$ cat src/rtl/fifo_arb_pkg.sv
// Shared types and constants for the FIFO write-side arbiter.
package fifo_arb_pkg;

    localparam int unsigned MAX_REQ = 16;

    typedef enum logic {
        ARB,
        LOCK
    } arb_state_e;

    typedef logic [31:0] wr_count_t;

endpackage

$ cat src/rtl/rr_pick.sv
// Combinational round-robin picker: first valid requester at or after ptr,
// found by masking the lower copy of a doubled request vector.
module rr_pick
    import fifo_arb_pkg::*;
#(
    parameter int unsigned N_REQ    = 4,
    parameter int unsigned ID_WIDTH = $clog2(N_REQ)
) (
    input  logic [N_REQ-1:0]    valid,
    input  logic [ID_WIDTH-1:0] ptr,
    output logic [N_REQ-1:0]    grant,
    output logic [ID_WIDTH-1:0] grant_idx
);

    logic [2*N_REQ-1:0] dbl;
    logic [2*N_REQ-1:0] masked;
    logic               found;

    assign dbl = {valid, valid};

    // Lower copy keeps only positions >= ptr; upper copy supplies the wrap-around.
    for (genvar i = 0; i < 2 * N_REQ; i++) begin : g_mask
        if (i < N_REQ) begin : g_lo
            assign masked[i] = dbl[i] & (ptr <= ID_WIDTH'(i));
        end else begin : g_hi
            assign masked[i] = dbl[i];
        end
    end

    always_comb begin
        found     = 1'b0;
        grant_idx = '0;
        for (int unsigned i = 0; i < 2 * N_REQ; i++) begin
            if (masked[i] && !found) begin
                found     = 1'b1;
                grant_idx = ID_WIDTH'(i % N_REQ);
            end
        end
    end

    for (genvar j = 0; j < N_REQ; j++) begin : g_onehot
        assign grant[j] = found & (grant_idx == ID_WIDTH'(j));
    end

endmodule

$ cat src/rtl/fifo_wr_arbiter.sv
// Round-robin write arbiter with a one-entry output stage in front of a shared FIFO.
// Optional burst locking is enabled by defining FIFO_ARB_BURST_LOCK_EN.
module fifo_wr_arbiter
    import fifo_arb_pkg::*;
#(
    parameter int unsigned N_REQ      = 4,
    parameter int unsigned DATA_WIDTH = 64,
    parameter int unsigned ID_WIDTH   = $clog2(N_REQ)
) (
    input  logic                             clk,
    input  logic                             rst,
    input  logic [N_REQ-1:0]                 req_valid,
    input  logic [N_REQ-1:0][DATA_WIDTH-1:0] req_data,
    input  logic [N_REQ-1:0]                 req_last,
    output logic [N_REQ-1:0]                 req_ready,
    output logic [DATA_WIDTH-1:0]            fifo_data,
    output logic                             fifo_write_enable,
    input  logic                             fifo_full,
    output logic [ID_WIDTH-1:0]              grant_id,
    output wr_count_t                        wr_count
);

    arb_state_e            state, state_next;
    logic                  out_valid;
    logic [DATA_WIDTH-1:0] out_data;
    logic [ID_WIDTH-1:0]   out_id;
    logic [ID_WIDTH-1:0]   rr_ptr, ptr_next;
    logic [ID_WIDTH-1:0]   win_id;
    logic [N_REQ-1:0]      cand, grant;
    logic                  can_accept, accept;
`ifdef FIFO_ARB_BURST_LOCK_EN
    logic [ID_WIDTH-1:0]   lock_id, lock_next;
`else
    logic                  unused_ok;
    assign unused_ok = ^req_last;
`endif

    function automatic logic [ID_WIDTH-1:0] wrap_inc(input logic [ID_WIDTH-1:0] idx);
        return (idx == ID_WIDTH'(N_REQ - 1)) ? '0 : idx + 1'b1;
    endfunction

    assign can_accept        = ~out_valid | ~fifo_full;
    assign fifo_write_enable = out_valid & ~fifo_full;
    assign fifo_data         = out_data;
    assign grant_id          = out_id;
    assign req_ready         = (can_accept && !rst) ? grant : '0;
    assign accept            = |req_ready;

    always_comb begin
        cand = req_valid;
`ifdef FIFO_ARB_BURST_LOCK_EN
        if (state == LOCK) begin
            cand          = '0;
            cand[lock_id] = req_valid[lock_id];
        end
`endif
    end

    rr_pick #(
        .N_REQ    (N_REQ),
        .ID_WIDTH (ID_WIDTH)
    ) u_pick (
        .valid     (cand),
        .ptr       (rr_ptr),
        .grant     (grant),
        .grant_idx (win_id)
    );

    always_comb begin
        state_next = state;
        ptr_next   = rr_ptr;
`ifdef FIFO_ARB_BURST_LOCK_EN
        lock_next  = lock_id;
`endif
        if (accept) begin
            ptr_next = wrap_inc(win_id);
`ifdef FIFO_ARB_BURST_LOCK_EN
            // While locked the winner is always lock_id, so the final word restores lock_id+1.
            case (state)
                ARB: begin
                    if (!req_last[win_id]) begin
                        state_next = LOCK;
                        lock_next  = win_id;
                    end
                end
                LOCK: begin
                    if (req_last[win_id]) state_next = ARB;
                    else                  ptr_next   = rr_ptr;
                end
                default: state_next = ARB;
            endcase
`endif
        end
    end

    always_ff @(posedge clk) begin
        if (rst) begin
            state   <= ARB;
`ifdef FIFO_ARB_BURST_LOCK_EN
            lock_id <= '0;
`endif
        end else begin
            state   <= state_next;
`ifdef FIFO_ARB_BURST_LOCK_EN
            lock_id <= lock_next;
`endif
        end
    end

    always_ff @(posedge clk) begin
        if (rst) begin
            out_valid <= 1'b0;
            out_data  <= '0;
            out_id    <= '0;
            rr_ptr    <= '0;
            wr_count  <= '0;
        end else begin
            rr_ptr <= ptr_next;
            if (fifo_write_enable) wr_count <= wr_count + 32'd1;
            if (accept) begin
                out_valid <= 1'b1;
                out_data  <= req_data[win_id];
                out_id    <= win_id;
            end else if (fifo_write_enable) begin
                out_valid <= 1'b0;
            end
        end
    end

endmodule

$ cat config.mk
export PLATFORM = sky130hd
export DESIGN_NAME = fifo_wr_arbiter
export DESIGN_NICKNAME = d
export VERILOG_FILES = /design/src/rtl/fifo_arb_pkg.sv /design/src/rtl/rr_pick.sv /design/src/rtl/fifo_wr_arbiter.sv
export SDC_FILE = /design/constraint.sdc
export NUM_CORES = 1
export LEC_CHECK = 0
export CAP_MARGIN = 5
export CORE_AREA = 2 2 146 148
export CTS_BUF_LIST = sky130_fd_sc_hd__clkbuf_16
export DETAILED_ROUTE_END_ITERATION = 12
export DIE_AREA = 0 0 148 150
export SYNTH_ARGS = -nofsm -noshare
export SYNTH_HDL_FRONTEND = slang
export SYNTH_HIERARCHICAL = 1
export SYNTH_SLANG_ARGS = --single-unit
$ cat constraint.sdc
create_clock -name clk -period 6.75 [get_ports clk]
set_input_delay 1.35 -clock clk [delete_from_list [all_inputs] [get_ports clk]]
set_output_delay 1.35 -clock clk [all_outputs]
set_load 0.01 [all_outputs]
# Word level (Yosys, flattened, before mapping)
# Cells that the tools add are included.
[op_classes]
n_lt_le_gt_ge = 5
n_mux = 21
n_addsub = 2
n_reduce_logical = 19
n_bitwise = 12
eq_ne = 3
[ops]
columns = ["op", "n"]
rows = [
  ["$bmux W64 S2", 1],
  ["$mux W64", 1],
  ["$add A32 B1 Y32 const B", 1],
  ["$mux W2", 7],
  ["$mux W1", 11],
  ["$and A1 B1 Y1", 9],
  ["$logic_and A1 B1 Y1", 8],
  ["$logic_not A1 Y1", 8],
  ["$eq A2 B2 Y1 const B", 2],
  ["$le A2 B1 Y1 const B", 2],
  ["$le A2 B2 Y1 const B", 2],
  ["$mux W4", 1],
  ["$reduce_or A4 Y1", 1],
  ["$lt A2 B3 Y1 const B", 1],
  ["$add A2 B1 Y2 const B", 1],
  ["$eq A2 B1 Y1 const B", 1],
  ["$logic_not A2 Y1", 1],
  ["$not A1 Y1", 2],
  ["$reduce_bool A2 Y1", 1],
  ["$or A1 B1 Y1", 1],
]
[totals]
reg_bits = 101

# Logic depth before layout (Yosys ltp)
[depth]
word_depth = 29
depth_mapped = 9
mapped_depth_nobuf = 6

# Modules after synthesis
# Netlist, hierarchy kept.
[modules_own_cells]
columns = ["mod", "instances", "seq_area_each_um2", "cells_per_inst", "area_each_um2"]
rows = [
  ["fifo_wr_arbiter", 1, 2021.9, 570, 5475.3],
  ["rr_pick", 1, 0.0, 31, 197.7],
]

# Worst setup path before layout
# No wires, ideal clock.
[synth_timing]
kind = "in2out"
from = "input req_valid[0]"
to = "output req_ready[2]"
path_slack_ns = 3.233
t_arrival_ns = 2.167
path_stages = 5
path_buffers = 1
cell_sequence = "buf_2 > nor2_1 > o21bai_1 > a21boi_0 > and2_1"
[synth_via]
elab_chain_len = 26
word_cells_on_any_way = 33
cone_classes = "eq/ne: 1; mux: 16; bitwise: 2; reduce/logical: 14"
[synth_rtl]
columns = ["item", "line", "source"]
rows = [
  ["from (decl)", "fifo_wr_arbiter.sv:12", "input logic [N_REQ-1:0] req_valid,"],
  ["$and A1 B1 Y1", "rr_pick.sv:24", "assign masked[i] = dbl[i] & (ptr <= ID_WIDTH'(i));"],
  ["$mux W1", "rr_pick.sv:34", "if (masked[i] && !found) begin"],
  ["$logic_not A1 Y1", "rr_pick.sv:34", ""],
  ["$logic_and A1 B1 Y1", "rr_pick.sv:34", ""],
  ["$mux W1", "rr_pick.sv:34", ""],
  ["$logic_not A1 Y1", "rr_pick.sv:34", ""],
  ["$logic_and A1 B1 Y1", "rr_pick.sv:34", ""],
  ["$mux W1", "rr_pick.sv:34", ""],
  ["[11 not listed]", "-", ""],
  ["$mux W1", "rr_pick.sv:34", ""],
  ["$logic_not A1 Y1", "rr_pick.sv:34", ""],
  ["$logic_and A1 B1 Y1", "rr_pick.sv:34", ""],
  ["$mux W2", "rr_pick.sv:34", ""],
  ["$eq A2 B2 Y1", "rr_pick.sv:42", "assign grant[j] = found & (grant_idx == ID_WIDTH'(j));"],
  ["$and A1 B1 Y1 *", "rr_pick.sv:42", ""],
  ["net grant[2]", "fifo_wr_arbiter.sv:29", "logic [N_REQ-1:0] cand, grant;"],
  ["$mux W4 *", "fifo_wr_arbiter.sv:46", "assign req_ready = (can_accept && !rst) ? grant : '0;"],
  ["to (decl)", "fifo_wr_arbiter.sv:15", "output logic [N_REQ-1:0] req_ready,"],
]
# Mark *: on every way through the listed nets, which the timed path passes. The rest lies on a longest branch.

# Final worst setup path
# Ends and elaborated chain as after synthesis.

==> results.cfg <==
[place]
port_buffers = 365
gp_congestion = 0.8408
dp_cells = 1194
dp_hpwl_mm = 17.12

[hold_path]
min-delay-start = fifo_data[2]
whs_endpoint = fifo_data[2]
min_path_cells = 2
hold_path.class = flop to flop

[routing]
drt_pass1_iterations = 6
wl_per_cell_um = 18.45
drt-total-wl_mm = 22.36
drc = 0
vias = 5865
ant_nets = 0
first_iter_violations = 287
routed_via_density = 4.839

[clock_tree]
postCtsSetupBuffers = 0
clk_path_buf_depth = 2
numCtsBuffers = 9
clock_latency_ns = 0.35
cts-htree-levels = 3
hold_buffers = 0
clk_pin_slew_worst_paths_ns = 0.07
clock-sinks = 101
cts_tree = built
ctsRootBufferMaster = clkbuf_16
cts_resized = 0

[critical_path]
critPathKind = input port to output port
rrSetupSlack_ns = 3.94
endpoint_kind = output port
worstPathArrival_ns = 3.46
worst_setup_path_start_kind = input port
cp_max_fo = 9
reg2reg_to = fifo_data[36]
reg2reg_depth = 7
required_ns = 5.40
cp-startpoint = req_valid[0]
rr_startpoint = rr_ptr[1]

[floorplan]
chipHeight_um = 150
initial_core_util = 0.2742
core_area_um2 = 20690
die_area_um2 = 22200
chipWidth_um = 148
io_pins = 370
rows = 53

[synth]
async_flop_share = 0
syn_inst = 601
ys_warn_count = 6
synth_seq_cells = 101
synth_edf_count = 0
ys.flop_type = dfxtp_1
syn_nets = 870
syn_area_um2 = 5673
synth_cell_types = 45
syn_area_per_cell_um2 = 9.439
ys_seq_area_frac = 0.3564

[timing]
post-route-min-period_ns = 4.807
finalSetupViolations = 0
tightest_slew_ns = 1.083
slew_viol_final = 0
clock-skew-final_ns = 0.01070
hold_violations = 0
rsz0062_at_grt = no
fmax_ghz = 0.2080
relSlewSlack = 0.2781
setup_tns_ns = 0
fin_crit_sh = 0.7122

[finish]
n_fill_cell = 2052
area_growth_pct = 73.40
fin_nets = 1199
multi_input_area_um2 = 3438
seqCellArea_um2 = 2022
final_cell_mix = 364 x clkdlybuf4s50_1, 148 x nand2_1, 101 x dfxtp_1, 88 x a21oi_1, 64 x mux4_2
layout.cells.non_filler = 1212
layout-drive-gt1-share = 0.1059
final_common_cell = clkdlybuf4s50_1

[grt]
grt_max_degree = 68
grt_pass1_wl_mm = 33.38
antenna_found_initial = 3
track_usage = 0.1976
grt-ovfl-total = 0
first_global_vias = 5768

[pwr]
powerDensity_nw_per_um2 = 185.1
p_leak_uw = 0.003322
peakVddDrop_mv = 0.1230

[outcome]
status = finished clean

[job]
timing.max_cap.violations = 0
==> stage by stage <==
stage,total power (µW),instance area [µm²],util,hold slack [ns],setup slack [ns]
after floorplan,990.0,5673,-,0.4705,3.233
after global placement,1305,9534,0.4608,0.4414,1.954
after detailed placement,1309,9534,0.4608,0.4457,1.935
after CTS,1856,9832,0.4752,0.4551,1.936
after global routing,1919,9837,0.4754,0.4758,1.780
final,1821,9837,0.4754,0.4536,1.943
==> state kept, by name (all words and copies together) (netlist names) <==
signal	cells
fifo_data	64
grant_id	2
out_valid	1
wr_count	32
rr_ptr	2
==> power by group <==
group	internal, µW	switching [µW]
Clock	289	245
Sequential	642	28.8
Combinational	372	243
==> layout make-up <==
cell class,count,area share
inverters,9,0.003434
well taps,275,0.03498
diodes,2,0.0005088
clock buffers,9,0.02289
flip-flops and latches,101,0.2055
clock inverters,7,0.007377
multi-input cells,438,0.3495
repair buffers,371,0.3757
==> layer usage <==
layer | track usage | part of all wire | vias up
met5 | 0 | 0 | -
met4 | 0.06000 | 0.019 | 0
met3 | 0.06250 | 0.072 | 25
met2 | 0.3491 | 0.53 | 195
met1 | 0.2289 | 0.38 | 2800
li1 | - | - | 2845
==> cell usage after synthesis (2+ instances only) <==
cell type,instances,area [µm²]
or4_1,10,75.07
inv_1,9,33.78
clkbuf_2,2,10.01
clkbuf_1,33,123.9
nand3_1,9,45.04
a21oi_1,88,440.4
and2_1,5,31.28
mux2_2,4,45.04
o21ai_0,7,35.03
buf_2,8,40.04
nor3_1,2,10.01
or3_1,6,37.54
mux2_1,3,33.78
mux2i_1,2,20.02
mux4_2,64,1441
or2_1,2,12.51
dfxtp_1,101,2022
nor2_1,23,86.33
o31ai_1,9,67.56
nand4_1,4,25.02
nor4_1,9,56.30
nor2b_1,8,50.05
and4_1,5,43.79
xor2_1,4,35.03
nand2_1,148,555.5
xnor2_1,7,61.31
buf_1,9,33.78
o221a_2,2,22.52
ha_1,2,25.02
==> worst max-delay path by stage <==
stage                         endpoint  slack (ns)  depth (start not counted)
after global routing      req_ready[2]        1.78                          6
after global placement    req_ready[2]        1.95                          6
after floorplan           req_ready[2]        3.23                          5
after detailed placement  req_ready[2]        1.93                          6
final                     req_ready[2]        1.94                          6
after CTS                 req_ready[2]        1.94                          6
==> logic make-up (layout without fill, tap and decap cells) <==
group                    Yosys count  after routing  synth area share
AO/OA/AOI/OAI                    114            114            0.1136
other                              0              2                 0
adder cells (fa/ha/maj)            2              2          0.004410
XOR/XNOR                          11             11           0.01698
multiplexers                      73             73            0.2715
flip-flops                       101            101            0.3564
buffers and inverters             62            396           0.04455
AND/OR/NAND/NOR                  238            238            0.1925
==> worst max-delay path, stage by stage <==
cell             delay [ns]
clkdlybuf4s50_1        0.58
nor2_1                 0.20
o21bai_1               0.08
a21boi_0               0.46
and2_1                 0.23
clkdlybuf4s50_1        0.55
No activity file was read; power rests on OpenSTA's default activity.
